## src/rtl/mem_access_unit.sv

```systemverilog
// Load/store unit between the execute stage and a single-ported word data memory.
// Define MISALIGN_TRAP_EN to report misaligned half/word accesses as illegal ops.
module mem_access_unit #(
  parameter int unsigned ADDR_W  = 10,
  parameter int unsigned TIMEOUT = 15
) (
  input  logic              clk1,
  input  logic              rst,
  input  logic              ex_valid,
  output logic              ex_ready,
  input  logic              ex_load,
  input  logic              ex_store,
  input  logic [2:0]        ex_funct3,
  input  logic [31:0]       ex_addr,
  input  logic [31:0]       ex_wdata,
  input  logic [4:0]        ex_rd,
  output logic              dm_req,
  output logic              dm_we,
  output logic [3:0]        dm_be,
  output logic [ADDR_W-1:0] dm_addr,
  output logic [31:0]       dm_wdata,
  input  logic              dm_ack,
  input  logic [31:0]       dm_rdata,
  output logic              wb_valid,
  output logic              wb_we,
  output logic [4:0]        wb_rd,
  output logic [31:0]       wb_data,
  output logic              err
);

  typedef enum logic [1:0] {StIdle, StAccess, StFinish} state_e;

  state_e              r_state;
  state_e              w_state_next;
  logic [ADDR_W-1:0]   r_dm_addr;
  logic                r_dm_we;
  logic [3:0]          r_dm_be;
  logic [31:0]         r_dm_wdata;
  logic [2:0]          r_funct3;
  logic [1:0]          r_off;
  logic [4:0]          r_rd;
  logic                r_load;
  logic [7:0]          r_cnt;
  logic                r_fin_wb;
  logic                r_fin_err;
  logic [4:0]          r_wb_rd;
  logic [31:0]         r_wb_data;

  logic                w_accept;
  logic                w_is_mem;
  logic                w_misalign;
  logic                w_illegal;
  logic                w_start;
  logic                w_timeout;
  logic                w_fin_wb;
  logic                w_fin_err;
  logic [1:0]          w_off;
  logic [3:0]          w_be;
  logic [31:0]         w_wdata;
  logic [7:0]          w_lane_b;
  logic [15:0]         w_lane_h;
  logic [31:0]         w_ld_data;
  logic                w_unused;

  assign w_unused = ^ex_addr[31:ADDR_W+2];

  assign w_accept  = ex_valid && (r_state == StIdle);
  assign w_is_mem  = ex_load || ex_store;
  assign w_timeout = (r_cnt == 8'(TIMEOUT - 1));

  assign w_misalign = ((ex_funct3[1:0] == 2'b01) && ex_addr[0]) ||
                      ((ex_funct3[1:0] == 2'b10) && (ex_addr[1:0] != 2'b00));

  always_comb begin
    w_illegal = 1'b0;
    if (ex_load && ex_store) begin
      w_illegal = 1'b1;
    end else if (ex_load) begin
      w_illegal = !(ex_funct3 inside {3'b000, 3'b001, 3'b010, 3'b100, 3'b101});
    end else if (ex_store) begin
      w_illegal = !(ex_funct3 inside {3'b000, 3'b001, 3'b010});
    end
`ifdef MISALIGN_TRAP_EN
    if (w_is_mem && w_misalign) begin
      w_illegal = 1'b1;
    end
`endif
  end

  assign w_start = w_accept && w_is_mem && !w_illegal;

  // Misaligned halves/words have their offending low bits dropped.
  always_comb begin
    w_off = ex_addr[1:0];
    if (ex_funct3[1:0] == 2'b10) begin
      w_off = 2'b00;
    end else if (ex_funct3[1:0] == 2'b01) begin
      w_off = {ex_addr[1], 1'b0};
    end
  end

  always_comb begin
    w_be    = 4'b1111;
    w_wdata = ex_wdata;
    if (ex_store) begin
      case (ex_funct3[1:0])
        2'b00: begin
          w_be    = 4'b0001 << w_off;
          w_wdata = {4{ex_wdata[7:0]}};
        end
        2'b01: begin
          w_be    = 4'b0011 << w_off;
          w_wdata = {2{ex_wdata[15:0]}};
        end
        default: begin
          w_be    = 4'b1111;
          w_wdata = ex_wdata;
        end
      endcase
    end
  end

  always_comb begin
    w_lane_b = dm_rdata[7:0];
    case (r_off)
      2'd0:    w_lane_b = dm_rdata[7:0];
      2'd1:    w_lane_b = dm_rdata[15:8];
      2'd2:    w_lane_b = dm_rdata[23:16];
      default: w_lane_b = dm_rdata[31:24];
    endcase
    w_lane_h = r_off[1] ? dm_rdata[31:16] : dm_rdata[15:0];
    case (r_funct3)
      3'b000:  w_ld_data = {{24{w_lane_b[7]}}, w_lane_b};
      3'b001:  w_ld_data = {{16{w_lane_h[15]}}, w_lane_h};
      3'b100:  w_ld_data = {24'd0, w_lane_b};
      3'b101:  w_ld_data = {16'd0, w_lane_h};
      default: w_ld_data = dm_rdata;
    endcase
  end

  always_comb begin
    w_state_next = r_state;
    w_fin_wb     = 1'b0;
    w_fin_err    = 1'b0;
    case (r_state)
      StIdle: begin
        if (w_accept && w_is_mem) begin
          if (w_illegal) begin
            w_state_next = StFinish;
            w_fin_err    = 1'b1;
          end else begin
            w_state_next = StAccess;
          end
        end
      end
      StAccess: begin
        if (dm_ack) begin
          w_state_next = StFinish;
          w_fin_wb     = r_load;
        end else if (w_timeout) begin
          w_state_next = StFinish;
          w_fin_err    = 1'b1;
        end
      end
      StFinish: begin
        w_state_next = StIdle;
      end
      default: begin
        w_state_next = StIdle;
      end
    endcase
  end

  always_ff @(posedge clk1 or negedge rst) begin
    if (!rst) begin
      r_state    <= StIdle;
      r_dm_addr  <= '0;
      r_dm_we    <= 1'b0;
      r_dm_be    <= 4'b0000;
      r_dm_wdata <= 32'd0;
      r_funct3   <= 3'b000;
      r_off      <= 2'b00;
      r_rd       <= 5'd0;
      r_load     <= 1'b0;
      r_cnt      <= 8'd0;
      r_fin_wb   <= 1'b0;
      r_fin_err  <= 1'b0;
      r_wb_rd    <= 5'd0;
      r_wb_data  <= 32'd0;
    end else begin
      r_state <= w_state_next;
      if (w_state_next == StFinish) begin
        r_fin_wb  <= w_fin_wb;
        r_fin_err <= w_fin_err;
      end
      if (w_start) begin
        r_dm_addr  <= ex_addr[ADDR_W+1:2];
        r_dm_we    <= ex_store;
        r_dm_be    <= w_be;
        r_dm_wdata <= w_wdata;
        r_funct3   <= ex_funct3;
        r_off      <= w_off;
        r_rd       <= ex_rd;
        r_load     <= ex_load;
        r_cnt      <= 8'd0;
      end else if (r_state == StAccess) begin
        r_cnt <= r_cnt + 8'd1;
      end
      // Load result is captured at the ack edge so it is stable through FINISH and after.
      if ((r_state == StAccess) && dm_ack && r_load) begin
        r_wb_data <= w_ld_data;
        r_wb_rd   <= r_rd;
      end
    end
  end

  assign ex_ready = (r_state == StIdle);
  assign dm_req   = (r_state == StAccess);
  assign dm_we    = dm_req && r_dm_we;
  assign dm_be    = r_dm_be;
  assign dm_addr  = r_dm_addr;
  assign dm_wdata = r_dm_wdata;
  assign wb_valid = (r_state == StFinish) && r_fin_wb;
  assign wb_we    = wb_valid && (r_wb_rd != 5'd0);
  assign wb_rd    = r_wb_rd;
  assign wb_data  = r_wb_data;
  assign err      = (r_state == StFinish) && r_fin_err;

endmodule

```

## config.mk

```make
export PLATFORM = sky130hd
export DESIGN_NAME = mem_access_unit
export DESIGN_NICKNAME = d
export VERILOG_FILES = /design/src/rtl/mem_access_unit.sv
export SDC_FILE = /design/constraint.sdc
export NUM_CORES = 1
export LEC_CHECK = 0
export ABC_AREA = 0
export CAP_MARGIN = 20
export CORE_MARGIN = 2
export CORE_UTILIZATION = 45
export CTS_BUF_LIST = sky130_fd_sc_hd__clkbuf_8
export CTS_CLUSTER_SIZE = 20
export DETAILED_ROUTE_END_ITERATION = 7
export PLACE_DENSITY_LB_ADDON = 0.12
export SYNTH_ARGS = -nofsm -noshare
export SYNTH_HDL_FRONTEND = slang
export SYNTH_SLANG_ARGS = --single-unit
```

## constraint.sdc

```tcl
create_clock -name clk1 -period 2.9 [get_ports clk1]
set_input_delay 0.58 -clock clk1 [delete_from_list [all_inputs] [get_ports clk1]]
set_output_delay 0.58 -clock clk1 [all_outputs]
set_load 0.02 [all_outputs]
```

==> results of run 1 <==
stage by stage:
| step | cell area [um2] | util | std cells | setup WS (ns) | hold WS [ns] |
|---|---|---|---|---|---|
| floorplan | 5280 | - | 503 | 0.948 | 0.284 |
| global placement | 7210 | 0.631 | 808 | 0.362 | 0.447 |
| detailed placement | 7210 | 0.631 | 808 | 0.241 | 0.453 |
| CTS | 7370 | 0.646 | 823 | 0.268 | 0.216 |
| global route | 7370 | 0.646 | 823 | 0.158 | 0.234 |
| finish | 7370 | 0.646 | 823 | 0.299 | 0.203 |
synth_stat cells (2+ instances only):
cell                       number  area (um2)
sky130_fd_sc_hd__nand2_1       62         233
sky130_fd_sc_hd__nor2b_1        8        50.1
sky130_fd_sc_hd__a21oi_1       52         260
sky130_fd_sc_hd__buf_1          2        7.51
sky130_fd_sc_hd__o31ai_1       12        90.1
sky130_fd_sc_hd__and4b_1        2        20.0
sky130_fd_sc_hd__inv_1         11        41.3
sky130_fd_sc_hd__nand4_1        3        18.8
sky130_fd_sc_hd__dfrtp_1      107        2680
sky130_fd_sc_hd__o211ai_2       2        25.0
sky130_fd_sc_hd__nor2_1        22        82.6
sky130_fd_sc_hd__and3_1         3        18.8
sky130_fd_sc_hd__mux2_2        55         619
sky130_fd_sc_hd__nand3_1        2        10.0
sky130_fd_sc_hd__buf_2         14        70.1
sky130_fd_sc_hd__a211o_1        2        17.5
sky130_fd_sc_hd__clkbuf_1      12        45.0
sky130_fd_sc_hd__o211ai_1      16         120
sky130_fd_sc_hd__nor3b_1        2        15.0
sky130_fd_sc_hd__xor2_1         6        52.6
sky130_fd_sc_hd__nand2b_1      11        68.8
sky130_fd_sc_hd__o21ai_0       47         235
sky130_fd_sc_hd__mux2i_1       19         190
sky130_fd_sc_hd__buf_6          5        56.3
sky130_fd_sc_hd__ha_1           2        25.0
sky130_fd_sc_hd__mux2_1         3        33.8
state kept, by name (all words and copies together) (netlist names):
signal and count:
r_rd 5, r_off 2, r_dm_we 1, r_funct3 3
r_load 1, dm_wdata 32, r_fin_err 1, r_fin_wb 1
r_state 2, dm_addr 10, wb_rd 5, wb_data 32
dm_be 4, r_cnt 8
cell families after synthesis:
family / Yosys count / share of synthesized area
compound gates: 139 / 0.157
buf+inv: 45 / 0.0424
fa+ha+maj: 2 / 0.00474
simple gates: 126 / 0.115
xor+xnor: 6 / 0.00995
flops: 107 / 0.507
mux: 78 / 0.164
how the worst min path moves through the flow:
stage	to	start	cells past startpoint
finish	dm_addr[5]$_DFFE_PN0P_	rst	1
global route	dm_addr[5]$_DFFE_PN0P_	rst	1
CTS	dm_addr[5]$_DFFE_PN0P_	rst	1
detailed placement	wb_rd[4]$_DFFE_PN0P_	r_rd[4]$_DFFE_PN0P_	2
global placement	wb_rd[3]$_DFFE_PN0P_	r_rd[3]$_DFFE_PN0P_	2
floorplan	dm_addr[0]$_DFFE_PN0P_	rst	0
worst max-delay path: stages, from the launching register on:
cell and delay (ns):
sky130_fd_sc_hd__dfrtp_1 0.40, sky130_fd_sc_hd__or4_1 0.53, sky130_fd_sc_hd__o21a_1 0.18, sky130_fd_sc_hd__clkdlybuf4s50_1 0.54
final cells by class:
cell class,instances,area [um2],area share
well taps,143,179,0.0243
multi-input cells,351,2380,0.322
clock buffers,10,138,0.0187
inverters,12,45.0,0.00611
clock inverters,5,23.8,0.00322
repair buffers,195,1930,0.262
flip-flops and latches,107,2680,0.363
where the power goes:
| part | switching [mW] | internal, mW |
|---|---|---|
| combinational | 1.53 | 1.54 |
| clock | 0.494 | 0.322 |
| sequential | 0.398 | 2.08 |
layout by cell type, fill, tap and decap left out, types with 2 or more instances in the layout:
| cell | instances |
|---|---|
| sky130_fd_sc_hd__a211o_1 | 2 |
| sky130_fd_sc_hd__a21oi_1 | 52 |
| sky130_fd_sc_hd__and3_1 | 3 |
| sky130_fd_sc_hd__and4b_1 | 2 |
| sky130_fd_sc_hd__buf_12 | 2 |
| sky130_fd_sc_hd__buf_4 | 16 |
| sky130_fd_sc_hd__clkbuf_8 | 10 |
| sky130_fd_sc_hd__clkdlybuf4s50_1 | 177 |
| sky130_fd_sc_hd__dfrtp_1 | 107 |
| sky130_fd_sc_hd__ha_1 | 2 |
| sky130_fd_sc_hd__inv_1 | 14 |
| sky130_fd_sc_hd__mux2_1 | 3 |
| sky130_fd_sc_hd__mux2_2 | 55 |
| sky130_fd_sc_hd__mux2i_1 | 19 |
| sky130_fd_sc_hd__nand2_1 | 62 |
| sky130_fd_sc_hd__nand2b_1 | 11 |
| sky130_fd_sc_hd__nand3_1 | 2 |
| sky130_fd_sc_hd__nand4_1 | 3 |
| sky130_fd_sc_hd__nor2_1 | 22 |
| sky130_fd_sc_hd__nor2b_1 | 8 |
| sky130_fd_sc_hd__nor3b_1 | 2 |
| sky130_fd_sc_hd__o211ai_1 | 16 |
| sky130_fd_sc_hd__o211ai_2 | 2 |
| sky130_fd_sc_hd__o21ai_0 | 47 |
| sky130_fd_sc_hd__o31ai_1 | 12 |
| sky130_fd_sc_hd__xor2_1 | 6 |
routing by layer:
layer  wire length [um]  up-vias  share of wire
met4                305        0          0.021
met5                  0        -              0
met3                963       20          0.067
li1                   -     2117              -
met1               6250     2139           0.44
met2               6760      140           0.47
==> out/summary.log, run 1 <==
qor: finish.fillers 980
qor: synthesis.flip_flop_cell_with_the_highest_count_after_synthesis sky130_fd_sc_hd__dfrtp_1
qor: route.via_count 4416
qor: place.routabilityCongestion 0.847
qor: sta.layout_worst_path_cycle_share 0.897
qor: clocking.cts_tree done
qor: setup_path.rrSetupSlack 0.87 ns
qor: sta.setup_viol 0
qor: global_route.grt_most_used_layer met2
qor: finish.antennaDiodeCount 0
qor: global_route.gr-usage-all-layers 0.231
qor: finish.proportion_of_layout_cells_with_a_drive_suffix_above_1 0.141
qor: job.drv_cap 0
qor: clocking.cts-htree-levels 3
qor: setup_path.worst-endpoint-required 2.32 ns
qor: route.dr.first_iter.drc_count 252
qor: route.viasPerCell 5.37
qor: power.max-vdd-ir-drop 0.494 mV
qor: clocking.tritoncts.num_buffers 9
qor: setup_path.reg2reg_to wb_data[21]$_DFFE_PN0P_
qor: floorplanning.floorplan.die.height 112 um
qor: global_route.global_route_met1_utilization 0.306
qor: route.wire_per_inst 17.3 um
qor: floorplanning.die_w 112 um
qor: finish.finish.net_count 788
qor: finish.syn2layout_area_growth 39.7%
qor: sta.setup_repair_after_global_routing_missed_its_margin no
qor: sta.achievable-frequency 384 MHz
qor: global_route.globalRoute.totalOverflow 0
qor: clocking.cts_max_path_buffers 2
qor: sta.hold_viol 0
qor: clocking.number_of_clock_sinks 107
qor: route.post-route-drc-count 0
qor: global_route.global_route.usage.met3 0.0583
qor: floorplanning.num_rows 39
qor: setup_path.worst_setup_path_endpoint wb_we
qor: power.power_leakage 3.12 nW
qor: synthesis.synth_seq_area_share 0.507
qor: setup_path.arrival 2.02 ns
qor: clocking.cts.clk_slew.worst_paths 0.09 ns
qor: global_route.first_global_vias 4523
qor: synthesis.syn_nets 615
qor: route.detailedRoute.firstPassIterationCount 4
qor: clocking.cts-root-buf sky130_fd_sc_hd__clkbuf_8
qor: clocking.post_cts_resize_count 0
qor: global_route.grt_first_pass_wirelength 23400 um
qor: clocking.cts-hold-fix-buffers 0
qor: synthesis.syn_inst 503
qor: clocking.buffers_inserted_by_post_cts_timing_repair 0
qor: route.ant_nets 0
qor: synthesis.asr_flop_ratio_synth 1.00
qor: sta.relative_slew_margins 0.579
qor: global_route.number_of_antenna_violations_at_the_first_check_in_global_routing 0
qor: synthesis.synth_edf_count 0
qor: floorplanning.start_util 0.462
qor: place.hpwlAfterDp 10300 um
qor: synthesis.synth-seq-cells 107
qor: sta.drv_slew 0
qor: worst_hold_path.hold_path.class in -> async
qor: power.total_power 6.36 mW
qor: sta.worst_pin_slew 0.630 ns
qor: floorplanning.die-area 12600 um2
qor: synthesis.ys.warnings.count 0
qor: power.power_per_cell_area 863 nW/um2
qor: global_route.use_met2 0.372
qor: setup_path.worstRegToRegCells 3
qor: run_status.run_status completed
qor: setup_path.r2r_start r_off[0]$_DFFE_PN0P_
qor: sta.fin_worst_skew 0.00590 ns
qor: sta.period_minus_slack 2.60 ns
qor: synthesis.synthDistinctLibCells 47
qor: route.wl 14300 um
qor: setup_path.crit_path_start wb_rd[0]$_DFFE_PN0P_
qor: sta.finalSetupTns 0 ns
qor: synthesis.synth.avg_cell_area 10.5 um2
qor: floorplanning.core_area 11400 um2
qor: setup_path.critPathMaxFanout 3
qor: synthesis.post_syn_area 5280 um2
qor: setup_path.worst-setup-path-type reg -> out
qor: setup_path.worst_setup_path_start_kind register
qor: floorplanning.num_io_pins 199
qor: setup_path.critical_path_capture_point_type output port
qor: place.buffer_ports.inserted 178
qor: clocking.clk_latency 0.37 ns
qor: global_route.grt_max_degree 65
Power figures use the tool's default switching activity.
==> run 2, diff against run 1 <==
--- a/config.mk
+++ b/config.mk
@@ -9,7 +9,6 @@
 export CAP_MARGIN = 20
 export CORE_MARGIN = 2
 export CORE_UTILIZATION = 45
-export CTS_BUF_LIST = sky130_fd_sc_hd__clkbuf_8
 export CTS_CLUSTER_SIZE = 20
 export DETAILED_ROUTE_END_ITERATION = 7
 export PLACE_DENSITY_LB_ADDON = 0.12
==> out/summary.log, run 2 (synthesized netlist as in run 1, its figures left out) <==
qor: sta.period_minus_slack 2.57 ns
qor: setup_path.worst-endpoint-required 2.32 ns
qor: worst_hold_path.hold_path.class in -> async
qor: sta.finalWorstSetupSlack 0.333 ns
qor: sta.relative_slew_margins 0.581
qor: setup_path.worst_setup_path_start_kind register
qor: sta.layout_worst_path_cycle_share 0.885
qor: setup_path.critical_path_capture_point_type output port
qor: sta.drv_slew 0
qor: sta.achievable-frequency 389 MHz
qor: power.comb_power_share 0.458
qor: route.dr.first_iter.drc_count 228
qor: clocking.cts-htree-levels 3
qor: place.buffer_ports.inserted 178
qor: power.power_leakage 3.15 nW
qor: setup_path.worst-setup-path-type reg -> out
qor: finish.fin_util 0.655
qor: place.place_worst_setup_slack 0.241 ns
qor: clocking.tritoncts.num_buffers 9
qor: global_route.first_global_vias 4545
qor: sta.worst_pin_slew 0.628 ns
qor: global_route.globalRoute.totalOverflow 0
qor: floorplanning.start_util 0.462
qor: power.clock_power_share 0.170
qor: clocking.cts-root-buf sky130_fd_sc_hd__clkbuf_16
qor: place.routabilityCongestion 0.847
qor: finish.antennaDiodeCount 0
qor: clocking.post_cts_resize_count 0
qor: clocking.clk_latency 0.35 ns
qor: clocking.cts_tree done
qor: route.via_count 4439
qor: global_route.gr-usage-all-layers 0.232
qor: power.seq_pwr_share 0.372
qor: global_route.grt_first_pass_wirelength 23400 um
qor: finish.fillers 962
qor: floorplanning.num_rows 39
qor: power.power_per_cell_area 894 nW/um2
qor: sta.setup_viol 0
qor: setup_path.arrival 1.99 ns
qor: floorplanning.core_area 11400 um2
qor: clocking.number_of_clock_sinks 107
qor: route.ant_nets 0
qor: sta.hold_viol 0
qor: route.post-route-drc-count 0
qor: floorplanning.die_w 112 um
qor: setup_path.critPathMaxFanout 3
qor: sta.fin_worst_skew 0.00591 ns
qor: sta.setup_repair_after_global_routing_missed_its_margin no
qor: run_status.run_status completed
qor: route.viasPerCell 5.39
qor: finish.proportion_of_layout_cells_with_a_drive_suffix_above_1 0.141
qor: floorplanning.die-area 12600 um2
qor: clocking.buffers_inserted_by_post_cts_timing_repair 0
qor: place.place_area 7210 um2
qor: route.wire_per_inst 17.3 um
qor: finish.most-common-layout-cells sky130_fd_sc_hd__clkdlybuf4s50_1 (177), sky130_fd_sc_hd__dfrtp_1 (107), sky130_fd_sc_hd__nand2_1 (62)
qor: clocking.cts-hold-fix-buffers 0
qor: place.hpwlAfterDp 10300 um
qor: power.sw_frac_of_total 0.368
qor: sta.finalSetupTns 0 ns
qor: finish.layout_commonest_cell sky130_fd_sc_hd__clkdlybuf4s50_1
qor: clocking.cts_max_path_buffers 2
qor: power.max-vdd-ir-drop 0.496 mV
qor: power.internal-power 4.23 mW
qor: finish.finish.net_count 788
qor: floorplanning.num_io_pins 199
qor: clocking.cts.clk_slew.worst_paths 0.07 ns
qor: route.detailedRoute.firstPassIterationCount 4
qor: global_route.grt_max_degree 65
qor: finish.syn2layout_area_growth 41.6%
qor: power.p_sw 2.46 mW
qor: global_route.number_of_antenna_violations_at_the_first_check_in_global_routing 0
qor: floorplanning.floorplan.die.height 112 um
qor: route.wl 14300 um
qor: power.total_power 6.68 mW
qor: job.drv_cap 0
qor: finish.finish.instance_area 7470 um2
run 2: cell type report:
class | instances | area [um2] | share of cell area
well taps | 143 | 179 | 0.0239
clock inverters | 2 | 12.5 | 0.00167
multi-input cells | 351 | 2380 | 0.318
flip-flops and latches | 107 | 2680 | 0.358
clock buffers | 13 | 250 | 0.0335
inverters | 12 | 45.0 | 0.00603
repair buffers | 195 | 1930 | 0.258
run 2: through the flow:
step / std cells / hold WS [ns]
after floorplan: 503 / 0.284
after global placement: 808 / 0.447
after detailed placement: 808 / 0.453
after CTS: 823 / 0.253
after global routing: 823 / 0.278
final: 823 / 0.236
run 2: power groups by stage:
| stage | Combinational [mW] | Clock (mW) | Sequential (mW) |
|---|---|---|---|
| after detailed placement | 3.08 | 0 | 2.51 |
| after global placement | 3.03 | 0 | 2.47 |
| final | 3.06 | 1.14 | 2.48 |
| after global routing | 3.28 | 1.23 | 2.57 |
| after floorplan | 1.01 | 0 | 3.06 |
| after CTS | 3.09 | 1.16 | 2.48 |
run 2: metal layers:
metal	vias up	GRT usage	share of wire
met2	134	0.378	0.48
li1	2117	-	-
met4	0	0.0748	0.019
met5	-	0	0
met1	2170	0.305	0.43
met3	18	0.0599	0.067
run 2: final timing paths:
check | slack [ns] | cells after the start | to | from
setup / recovery | 0.33 | 3 | wb_we | wb_rd[0]$_DFFE_PN0P_
setup reg to reg | 0.87 | 3 | wb_data[21]$_DFFE_PN0P_ | r_off[0]$_DFFE_PN0P_
min in group clk1 | 0.47 | 2 | wb_rd[4]$_DFFE_PN0P_ | r_rd[4]$_DFFE_PN0P_
hold / removal | 0.24 | 1 | dm_addr[5]$_DFFE_PN0P_ | rst
max in group asynchronous | 1.91 | 2 | dm_wdata[9]$_DFFE_PN0P_ | rst
hold reg to reg | 0.47 | 2 | wb_rd[4]$_DFFE_PN0P_ | r_rd[4]$_DFFE_PN0P_
run 2: critical path: stages (launching register included):
cell,delay [ns]
sky130_fd_sc_hd__dfrtp_1,0.39
sky130_fd_sc_hd__or4_1,0.53
sky130_fd_sc_hd__o21a_1,0.18
sky130_fd_sc_hd__clkdlybuf4s50_1,0.54
==> run 3, diff against run 2 <==
--- a/config.mk
+++ b/config.mk
@@ -6,7 +6,6 @@
 export NUM_CORES = 1
 export LEC_CHECK = 0
 export ABC_AREA = 0
-export CAP_MARGIN = 20
 export CORE_MARGIN = 2
 export CORE_UTILIZATION = 45
 export CTS_CLUSTER_SIZE = 20
==> results of run 3 <==
Same layout as run 2: the final DEF is identical, and so are final timing and power.
